<file path="src/rtl/packet_assembler.sv">
// packet_assembler: rebuilds 32-bit words from per-source byte flits and queues them on a ready/valid port
module packet_assembler #(
    parameter int NODE_COUNT      = 8,
    parameter int NODE_DEST_CODE  = 0,
    parameter int QUEUE_DEPTH     = 8,
    parameter int PACKET_ID_WIDTH = 5,
    localparam int NW = $clog2(NODE_COUNT),
    localparam int PW = PACKET_ID_WIDTH,
    localparam int FW = 1 + 2*NW + 8 + PW + 2,
    localparam int AW = $clog2(QUEUE_DEPTH),
    localparam int CW = AW + 1
) (
    input  logic          clk,
    input  logic          rst,
    input  logic          ce,
    input  logic [FW-1:0] flit_in,
    input  logic          flit_valid,
    output logic [31:0]   word_out,
    output logic [NW-1:0] word_src,
    output logic [PW-1:0] word_id,
    output logic          word_valid,
    input  logic          word_ready,
    output logic [CW-1:0] fifo_count,
    output logic          err_seq,
    output logic          err_misroute,
    output logic          err_overflow
);
    localparam int EW = 32 + NW + PW;
    typedef enum logic {S_IDLE, S_BUSY} slot_state_t;
    logic          f_vld;
    logic [NW-1:0] f_dest;
    logic [NW-1:0] f_src;
    logic [7:0]    f_byte;
    logic [PW-1:0] f_id;
    logic [1:0]    f_idx;
    slot_state_t   st_q   [NODE_COUNT];
    logic [1:0]    exp_q  [NODE_COUNT];
    logic [PW-1:0] id_q   [NODE_COUNT];
    logic [23:0]   data_q [NODE_COUNT];
    slot_state_t   st_d;
    logic [1:0]    exp_d;
    logic [1:0]    cur_exp;
    logic [PW-1:0] id_d;
    logic [23:0]   cur_data;
    logic [23:0]   data_d;
    logic          accept;
    logic          misroute;
    logic          take;
    logic          seq_ok;
    logic          in_order;
    logic          complete;
    logic          seq_bad;
    logic [EW-1:0] mem [QUEUE_DEPTH];
    logic [EW-1:0] head;
    logic [AW-1:0] rd_ptr;
    logic [AW-1:0] wr_ptr;
    logic [CW-1:0] count_q;
    logic          pop;
    logic          push_ok;
    logic          overflow;

    assign {f_vld, f_dest, f_byte, f_id, f_src, f_idx} = flit_in;
    assign accept   = flit_valid & f_vld & ce;
    assign misroute = accept & (f_dest != NW'(NODE_DEST_CODE));
    assign take     = accept & ~misroute;

    // An idle slot always expects idx 0; an out-of-order idx 0 restarts the slot instead of dropping it
    always_comb begin
        cur_exp  = (st_q[f_src] == S_BUSY) ? exp_q[f_src] : 2'd0;
        cur_data = data_q[f_src];
        seq_ok   = (f_idx == cur_exp) && ((f_idx == 2'd0) || (f_id == id_q[f_src]));
        in_order = seq_ok || (f_idx == 2'd0);
        st_d     = (in_order && (f_idx != 2'd3)) ? S_BUSY : S_IDLE;
        exp_d    = in_order ? f_idx + 2'd1 : 2'd0;
        id_d     = (f_idx == 2'd0) ? f_id : id_q[f_src];
        data_d   = (f_idx == 2'd0) ? {f_byte, cur_data[15:0]} :
                   (f_idx == 2'd1) ? {cur_data[23:16], f_byte, cur_data[7:0]} :
                   (f_idx == 2'd2) ? {cur_data[23:8], f_byte} : cur_data;
        complete = take & seq_ok & (f_idx == 2'd3);
        seq_bad  = take & ~seq_ok;
    end

    assign word_valid = count_q != '0;
    assign pop        = word_valid & word_ready & ce;
    assign push_ok    = complete & ((count_q < CW'(QUEUE_DEPTH)) | pop);
    assign overflow   = complete & ~push_ok;
    assign head       = word_valid ? mem[rd_ptr] : '0;
    assign {word_out, word_src, word_id} = head;
    assign fifo_count = count_q;

    always_ff @(posedge clk) begin
        if (rst) begin
            for (int i = 0; i < NODE_COUNT; i++) st_q[i] <= S_IDLE;
            rd_ptr       <= '0;
            wr_ptr       <= '0;
            count_q      <= '0;
            err_seq      <= 1'b0;
            err_misroute <= 1'b0;
            err_overflow <= 1'b0;
        end else if (ce) begin
            if (take) st_q[f_src] <= st_d;
            if (push_ok) wr_ptr <= wr_ptr + AW'(1);
            if (pop) rd_ptr <= rd_ptr + AW'(1);
            count_q      <= count_q + CW'(push_ok) - CW'(pop);
            err_seq      <= seq_bad;
            err_misroute <= misroute;
            err_overflow <= overflow;
        end
    end

    // Payload storage needs no reset: slot state and FIFO count gate every use of it
    always_ff @(posedge clk) begin
        if (ce && take) begin
            exp_q[f_src]  <= exp_d;
            id_q[f_src]   <= id_d;
            data_q[f_src] <= data_d;
        end
        if (ce && push_ok) mem[wr_ptr] <= {cur_data, f_byte, f_src, id_q[f_src]};
    end
endmodule
</file>
<file path="config.mk">
export PLATFORM = sky130hd
export DESIGN_NAME = packet_assembler
export DESIGN_NICKNAME = d
export VERILOG_FILES = /design/src/rtl/packet_assembler.sv
export SDC_FILE = /design/constraint.sdc
export NUM_CORES = 1
export LEC_CHECK = 0
export ABC_AREA = 1
export BUFFER_PORTS_ARGS = -buffer_cell sky130_fd_sc_hd__buf_2
export CAP_MARGIN = 20
export CORE_MARGIN = 2
export CORE_UTILIZATION = 34
export DETAILED_ROUTE_END_ITERATION = 10
export PLACE_DENSITY = 0.54
export SYNTH_ARGS = -nofsm -noshare
export SYNTH_HDL_FRONTEND = slang
export SYNTH_SLANG_ARGS = --single-unit
</file>
<file path="constraint.sdc">
create_clock -name clk -period 5.95 [get_ports clk]
set_input_delay 0.595 -clock clk [delete_from_list [all_inputs] [get_ports clk]]
set_output_delay 0.595 -clock clk [all_outputs]
set_load 0.01 [all_outputs]
</file>
==> reports/qor.yml <==
grt:
  antenna_found_initial: 0
  grt_pass1_wl_um: 85000
  grt_max_degree: 162
  grt-ovfl-total: 0
  grt_pass1_vias: 13975
  grt_usage_pct: 15.8
yosys:
  synth_warnings: 0
  yosysUniqueCellTypes: 36
  synthFlopType: "edfxtp_1"
  ys_async_sr_fraction_pct: 0
  syn_inst: 1798
  syn_avg_cell_area_um2: 13.0
  syn_area_um2: 23400
  ys_seq_elements: 592
  synth_nets: 1837
  seq_area_frac_synth_pct: 75.4
  synth_edf_count: 576
clocking:
  cts_buffers: 57
  ctsResizeCount: 0
  post_cts_buffers: 0
  worst_skew_pair.late_latency_ns: 0.62
  cts_tree: "built"
  clock_path_buffers: 3
  clock_sink_count: 592
  cts_root_buf: "clkbuf_16"
  ctsHoldBuffers: 0
  cts.clk_slew.worst_paths_ns: 0.06
  cts.htree.levels: 2
die:
  core-area_um2: 68300
  die_x_um: 266
  die_y_um: 266
  rows: 96
  initial_core_util_pct: 34.2
  ioPinCount: 75
  die-area_um2: 70900
power:
  seq_power_share_pct: 52.7
  p_leak_nw: 9.02
  swShare_pct: 22.9
  ir_worst_vdd_mv: 0.214
  pwr-share-comb_pct: 8.0
  power_density_nw_per_um2: 332
  switchingPower_mw: 2.03
  pwr-share-clk_pct: 39.3
  internal_power_mw: 6.81
worst_hold_path:
  hold_class: "in -> reg"
placed_design:
  place_congestion: 0.758
  place_area_um2: 24800
  io_buffers: 74
  dp_hpwl_um: 31000
worst_setup_path:
  worst_setup_path_start_kind: "flop"
  critPathCaptureType: "output pin"
  crit_path_max_fanout: 161
  arrival_ns: 3.37
  r2r_end: "fifo_count[2]"
  reg2reg_setup_slack_ns: 2.43
  required_ns: 5.36
  crit_type: "reg -> out"
  crit_path_end: "word_out[26]"
  r2r_start: "fifo_count[2]"
  reg2reg_depth: 18
route:
  drc_errors: 0
  routed_via_density: 5.04
  vias: 14072
  ant_nets: 0
  wl_um: 56000
  drt_iter0_drc: 957
  wl_per_cell_um: 20.1
  drt_pass1_iterations: 5
job:
  cap_violations: 0
timing:
  setup-violations-final: 0
  hold_viol: 0
  relSlewSlack_pct: 31.4
  hold_ws_ns: 0.281
  period_minus_slack_ns: 3.97
  finalSetupTns_ns: 0
  finClkSkew_ns: 0.0109
  clock.fmax_mhz: 252
  worst_pin_slew_ns: 1.03
  fin_crit_sh_pct: 66.7
  slew_violations: 0
  rsz0062_at_grt: "no"
layout:
  n_antenna_cell: 0
  layout.nets: 1904
  drive_gt1_share_pct: 11.8
  area_growth_pct: 13.9
  finalInstanceArea_um2: 26600
run_status:
  status: "completed"
[layer usage]
layer / vias up / GRT usage [%] / wire, um
met4: 0 / 4.57 / 994
met2: 262 / 27.8 / 28400
met3: 63 / 1.91 / 2050
met5: - / 0 / 0
met1: 7067 / 20.5 / 24600
li1: 6680 / - / -
[cell type report]
class / count / area, um^2
multi-input combinational: 1021 / 5160
sequential: 592 / 17600
timing repair buffer: 105 / 628
clock inverter: 29 / 243
clock buffer: 73 / 1530
inverter: 88 / 335
tap: 882 / 1100
fill: 6359 / 41700
[placed cells by master (no fill, tap or decap), types with 3 or more instances in the layout]
master,instances
a21oi_1,23
a221oi_1,19
a22o_1,19
a22oi_1,33
a31oi_1,40
buf_2,74
buf_4,29
bufinv_16,4
clkbuf_1,14
clkbuf_16,59
clkinv_1,17
clkinv_2,6
clkinvlp_4,3
dfxtp_1,14
edfxtp_1,576
ha_1,11
inv_1,79
inv_2,4
nand2_1,239
nand3_1,24
nand4_1,20
nor2_1,263
nor2_2,3
nor2_4,17
nor3_2,12
o21ai_0,244
o22ai_1,40
xor2_1,4
[registers in the layout, indices dropped and copies added, names as in the netlist, named ones only]
| register | cells |
|---|---|
| rd_ptr | 3 |
| data_q | 192 |
| id_q | 40 |
| err_misroute | 1 |
| err_overflow | 1 |
| fifo_count | 4 |
| mem | 320 |
| wr_ptr | 3 |
| err_seq | 1 |
| st_q | 8 |
| exp_q | 16 |
[power by group through the flow]
stage	Sequential, mW	Clock, mW	Combinational (mW)
2_1_floorplan	4.73	0	0.438
3_3_place_gp	4.74	0	0.706
3_5_place_dp	4.74	0	0.721
4_1_cts	4.65	3.55	0.723
5_1_grt	4.65	3.70	0.796
6_report	4.65	3.47	0.710
[cells by family after synthesis]
| logic type | count (synthesis) | share of synthesized area, % |
|---|---|---|
| DFF | 592 | 75.4 |
| AOI/OAI and AO/OA | 421 | 10.4 |
| xor gates and xnor gates | 4 | 0.150 |
| adders and majority gates | 12 | 0.674 |
| buffers and inverters | 185 | 3.15 |
| and+or+nand+nor | 584 | 10.2 |
[how the worst min path moves through the flow]
| stage | start | end | slack, ns | depth (start not counted) |
|---|---|---|---|---|
| floorplan | rd_ptr[2] | flop | 0.43 | 2 |
| detailed placement | err_seq | err_seq | 0.46 | 2 |
| global placement | rd_ptr[2] | rd_ptr[2] | 0.44 | 2 |
| global route | flit_in[15] | mem[0][13] | 0.28 | 1 |
| finish | flit_in[13] | mem[0][11] | 0.28 | 1 |
| CTS | flit_in[13] | mem[0][11] | 0.25 | 1 |
[worst max-delay path, stage by stage (launching register included)]
cell and delay (ns):
dfxtp_4 0.34, buf_12 0.22, inv_4 0.54, buf_4 0.59, o21ai_0 0.15, o22ai_1 0.18
o21ai_0 0.10, a31oi_1 0.31, buf_2 0.20
[through the flow]
stage               setup WS (ns)  power [mW]  util [%]  cells
global placement             1.64        5.45      36.4   2688
floorplan                   0.821        5.17         -   1798
detailed placement           1.65        5.46      36.4   2688
CTS                          1.93        8.93      38.9   2790
finish                       1.98        8.83      38.9   2790
global route                 1.78        9.15      38.9   2790
[Yosys cell counts (all sizes together) (4+ instances only)]
library cell  instances  area, um^2
a21oi                24         124
a22oi                33         248
inv                  83         314
clkinv                5        18.8
a221oi               19         166
buf                  18         106
a22o                 19         166
a31oi                40         250
nand4                22         159
nor2                283        1080
o22ai                40         250
nand2               242         921
edfxtp              576       17300
nand3                24         120
o21ai               244        1220
clkbuf               79         297
ha                   11         138
xor2                  4        35.0
dfxtp                16         320
nor3                 13         105
No activity file was read; power rests on OpenSTA's default activity.
